==> config.mk <==
export PLATFORM = sky130hd
export DESIGN_NAME = mem_responder
export DESIGN_NICKNAME = d
export VERILOG_FILES = /design/src/rtl/mem_responder.sv
export SDC_FILE = /design/constraint.sdc
export NUM_CORES = 2
export LEC_CHECK = 0
export ABC_AREA = 0
export CORE_MARGIN = 5
export CORE_UTILIZATION = 40
export CTS_CLUSTER_DIAMETER = 200
export DETAILED_ROUTE_END_ITERATION = 8
export GPL_TIMING_DRIVEN = 0
export RECOVER_POWER = 25
export SLEW_MARGIN = 20
export SYNTH_ARGS = -nofsm -noshare
export SYNTH_HDL_FRONTEND = slang
export SYNTH_SLANG_ARGS = --single-unit
==> constraint.sdc <==
create_clock -name clk_i -period 7.4 [get_ports clk_i]
set_input_delay 0.74 -clock clk_i [delete_from_list [all_inputs] [get_ports clk_i]]
set_output_delay 0.74 -clock clk_i [all_outputs]
set_load 0.005 [all_outputs]
==> src/rtl/mem_responder.sv <==
// mem_responder: 16-bit word memory behind a req/ready handshake, with a fixed
// number of wait states before each response and misaligned/out-of-range errors.
module mem_responder #(
    parameter int DEPTH = 256,
    parameter int WAIT  = 2
) (
    input  logic        clk_i,
    input  logic        reset_i,
    input  logic        req_i,
    input  logic        we_i,
    input  logic [15:0] addr_i,
    input  logic [15:0] wdata_i,
    output logic [15:0] rdata_o,
    output logic        ready_o,
    output logic        err_o,
    output logic        busy_o
);
    localparam int         AW        = (DEPTH > 1) ? $clog2(DEPTH) : 1;
    localparam logic [3:0] WAIT_INIT = (WAIT > 0) ? 4'(WAIT - 1) : 4'd0;

    typedef enum logic [1:0] {
        ST_IDLE,
        ST_WAIT,
        ST_RESP
    } state_e;

    state_e        state_q, state_d;
    logic [3:0]    cnt_q, cnt_d;
    logic          we_q;
    logic [15:0]   addr_q;
    logic [15:0]   wdata_q;
    logic          err_q;
    logic [15:0]   rdata_q;
    logic [15:0]   mem_q [DEPTH];

    logic          accept;
    logic          txn_we;
    logic [15:0]   txn_addr;
    logic [15:0]   txn_wdata;
    logic          txn_err;
    logic [AW-1:0] txn_idx;
    logic          commit;

    assign accept = (state_q == ST_IDLE) && req_i;

    // With WAIT=0 the transaction commits on its own acceptance edge, so the
    // fields are taken straight from the ports in that cycle.
    assign txn_we    = accept ? we_i    : we_q;
    assign txn_addr  = accept ? addr_i  : addr_q;
    assign txn_wdata = accept ? wdata_i : wdata_q;
    assign txn_err   = txn_addr[0] || ({1'b0, txn_addr[15:1]} >= 17'(DEPTH));
    assign txn_idx   = txn_addr[AW:1];

    assign commit = (state_d == ST_RESP) && (state_q != ST_RESP) && !txn_err && !reset_i;

    always_comb begin
        state_d = state_q;
        cnt_d   = cnt_q;
        case (state_q)
            ST_IDLE: begin
                if (req_i) begin
                    state_d = (WAIT > 0) ? ST_WAIT : ST_RESP;
                    cnt_d   = WAIT_INIT;
                end
            end
            ST_WAIT: begin
                if (cnt_q == 4'd0) state_d = ST_RESP;
                else               cnt_d   = cnt_q - 4'd1;
            end
            ST_RESP: state_d = ST_IDLE;
            default: state_d = ST_IDLE;
        endcase
    end

    always_ff @(posedge clk_i) begin
        if (reset_i) begin
            state_q <= ST_IDLE;
            cnt_q   <= 4'd0;
            we_q    <= 1'b0;
            addr_q  <= 16'h0000;
            wdata_q <= 16'h0000;
            err_q   <= 1'b0;
            rdata_q <= 16'h0000;
        end else begin
            state_q <= state_d;
            cnt_q   <= cnt_d;
            if (accept) begin
                we_q    <= we_i;
                addr_q  <= addr_i;
                wdata_q <= wdata_i;
                err_q   <= txn_err;
            end
            if (commit && !txn_we) rdata_q <= mem_q[txn_idx];
        end
    end

    // NOTE: no reset branch here; contents survive reset, and commit already
    // excludes a write falling on a reset edge.
    always_ff @(posedge clk_i) begin
        if (commit && txn_we) mem_q[txn_idx] <= txn_wdata;
    end

    always_comb begin
        ready_o = (state_q == ST_RESP);
        err_o   = (state_q == ST_RESP) && err_q;
        busy_o  = (state_q != ST_IDLE);
        rdata_o = rdata_q;
    end

endmodule

==> impl_metrics.yaml <==
die:
  fp.dieH_um: 641
  dieArea_sq_um: 410000
  design.core.area_sq_um: 396000
  row_count: 231
  fp.dieW_um: 641
  start_util_pct: 40.2
  io_pins: 55
sta:
  setup_viol: 111
  worstMarginPinSlew_ns: 2.97
  clock.fmax_mhz: 128
  rsz0062_at_grt: "false"
  period_needed_ns: 7.82
  relSlewSlack_pct: -98.3
  skew_ns: 0.0823
  maxSlewViolCount: 1269
  hold_violations: 0
  hold_ws_ns: 0.292
  finalCritPeriodShare_pct: 106
  layout_setup_ws_ns: -0.420
synthesis:
  ys.flop_type: "edfxtp_1"
  yosysSeqAreaShare_pct: 78.0
  syn_avg_cell_area_sq_um: 18.6
  postSynthRegisterBits: 4152
  synth_area_sq_um: 159000
  async_reset_ff_share_pct: 0
  yosys_warnings: 0
  synth-edff-count: 4096
  syn_nets: 8568
  synth.distinct_cells: 57
  synthCells: 8530
clock_network:
  cts-root-buf: "clkbuf_16"
  clkLatencyLatePin_ns: 1.04
  clkTransAtPathRegs_ns: 0.06
  htree_num_levels: 5
  cts_setup_buffers: 0
  cts_tree: "done"
  clock_sinks: 4152
  clockBufferDepth: 4
  cts_resized: 2
  cts-buffers-inserted: 411
  cts_hold_buf: 0
route:
  drc: 0
  wl_per_cell_um: 49.3
  avgViaCountPerCell: 6.82
  ant_nets: 0
  wl_um: 745000
  first_iter_violations: 21631
  via_count: 102873
  drt-pass1-iter-count: 8
critical_path:
  startpoint_type: "flip-flop"
  cpPeakStageDelay_ns: 1.02
  cp_top_family: "buffers and inverters"
  critPathBufInv: 6
  worstSetupPathType: "flip-flop to flip-flop"
  crit_path_end_kind: "flip-flop"
  crit_chain: "or3b_1, clkbuf_1, buf_2, mux2i_1, clkbuf_2, nand2_1, buf_2, clkbuf_1, clkdlybuf4s15_1, o22ai_1, o21ai_0, nand3_1, o21ai_1, and3_1, a31oi_1"
  critPathRequiredTime_ns: 8.29
  arrival_ns: 8.71
  slowest_stage: "clkdlybuf4s15_1"
  cp_max_fo: 10
cells_and_area:
  final_cell_mix: "edfxtp_1 (4096), mux2i_1 (1351), o22ai_1 (670)"
  area_delta_synth_final_pct: 20.8
  drive_gt1_share_pct: 20.7
  n_fill_cell: 32339
  fin_nets: 9470
  layout_commonest_cell: "edfxtp_1"
  design_area_sq_um: 192000
power:
  vdd_ir_drop_max_v: 0.000214
  power_per_cell_area_nw_per_um2: 279
  leakage_uw: 0.0613
outcome:
  failed_checks: "max-capacitance violations, max-slew violations, negative setup slack"
  status: "finished, violations left"
placement:
  post_dp_cell_area_sq_um: 179000
  io_buffers: 54
  post-place-ws_ns: -0.965
  gp_congestion: 1.00
  hpwl_um: 530000
flow_run:
  cap_viol_max_count: 25
global_route:
  antenna_found_initial: 102
  grt_pass1_vias: 93128
  grt_pass1_wl_um: 938000
  grt_max_degree: 81
  grt_overflow_total: 0
  grtUsageTotal_pct: 35.4
worst_hold_path:
  hp-class: "primary input to flip-flop"
[Yosys cell counts (12+ instances only)]
cell type,instances,area share [%]
edfxtp_1,4096,77
mux2i_1,1357,8.5
o22ai_1,670,2.6
nand2_1,349,0.82
o21ai_0,312,0.98
mux4_2,311,4.4
nor2_1,273,0.64
clkbuf_1,250,0.59
buf_2,151,0.48
a22oi_1,114,0.54
a21oi_1,95,0.30
nand4_1,81,0.32
buf_1,75,0.18
nand3_1,71,0.22
nor4_1,61,0.24
dfxtp_1,56,0.70
buf_4,20,0.094
a22o_1,14,0.077
a221oi_1,13,0.072
a31oi_1,13,0.051
mux2_2,13,0.092
nor4bb_1,12,0.076
[routing by layer]
layer | share of wire [%] | global-route usage (%) | vias to the layer above
met3 | 17 | 18.6 | 2692
li1 | - | - | 36658
met5 | 0.17 | 3.20 | -
met1 | 32 | 41.8 | 52735
met4 | 10 | 27.6 | 51
met2 | 40 | 47.8 | 10737
[path summary, 6_finish.rpt]
path | slack, ns | end | start | cells past startpoint
worst min-delay path | 0.29 | wdata_q[8] | wdata_i[8] | 3
worst min register to register | 0.47 | addr_q[12] | addr_q[12] | 2
worst max register to register | -0.42 | rdata_o[9] | state_q[0] | 15
worst max-delay path | -0.42 | rdata_o[9] | state_q[0] | 15
[registers in the layout, indices dropped and copies added (netlist names)]
signal,cells
rdata_o,16
we_q,1
mem_q,4096
addr_q,16
cnt_q,4
wdata_q,16
err_q,1
state_q,2
[worst reg2reg max path: stages (launching register included)]
cell	delay (ns)
dfxtp_1	0.37
or3b_1	0.12
clkbuf_1	0.78
buf_2	0.56
mux2i_1	0.40
clkbuf_2	0.53
nand2_1	0.24
buf_2	0.32
clkbuf_1	0.53
clkdlybuf4s15_1	1.03
o22ai_1	0.20
o21ai_0	0.60
nand3_1	0.35
o21ai_1	0.77
and3_1	0.72
a31oi_1	0.17
[logic make-up (layout without fill, tap and decap cells)]
logic type      Yosys count  after routing  share of synthesized area (%)
fa+ha+maj                 2              2                         0.0157
buf+inv                 511           1742                           1.41
mux                    1682           1682                           13.0
simple gates            912            912                           2.61
xor+xnor                  2              2                         0.0110
compound gates         1269           1269                           4.86
flops                  4152           4152                           78.0
other cells               0             86                              0
[per-stage QoR]
| step | utilization [%] | total power (uW) | cells | setup TNS, ns |
|---|---|---|---|---|
| finish | 48.5 | 53600 | 15089 | -11.49 |
| detailed placement | 45.2 | 32700 | 14258 | -225.33 |
| global route | 48.5 | 54200 | 15029 | 0 |
| floorplan | - | 29600 | 8530 | 0 |
| CTS | 48.6 | 53000 | 15000 | 0 |
| global placement | 42.0 | 32800 | 13826 | - |
[layout make-up]
cell class              count  area (sq um)  share of cell area (%)
clock buffers             514         10900                    5.66
diodes                     86           215                   0.112
well taps                5242          6560                    3.42
flip-flops and latches   4152        124000                    64.6
multi-input cells        3867         34800                    18.1
clock inverters           228          2240                    1.17
plain buffers             504          2510                    1.31
inverters                   7          26.3                  0.0137
repair buffers            489         10700                    5.58
[report_power, final]
part / switching [uW] / internal, uW / total, uW
combinational: 4800 / 1560 / 6360
sequential: 11.6 / 26300 / 26300
clock: 9310 / 11600 / 20900
total: 14100 / 39400 / 53600
No activity file was read; power rests on OpenSTA's default activity.
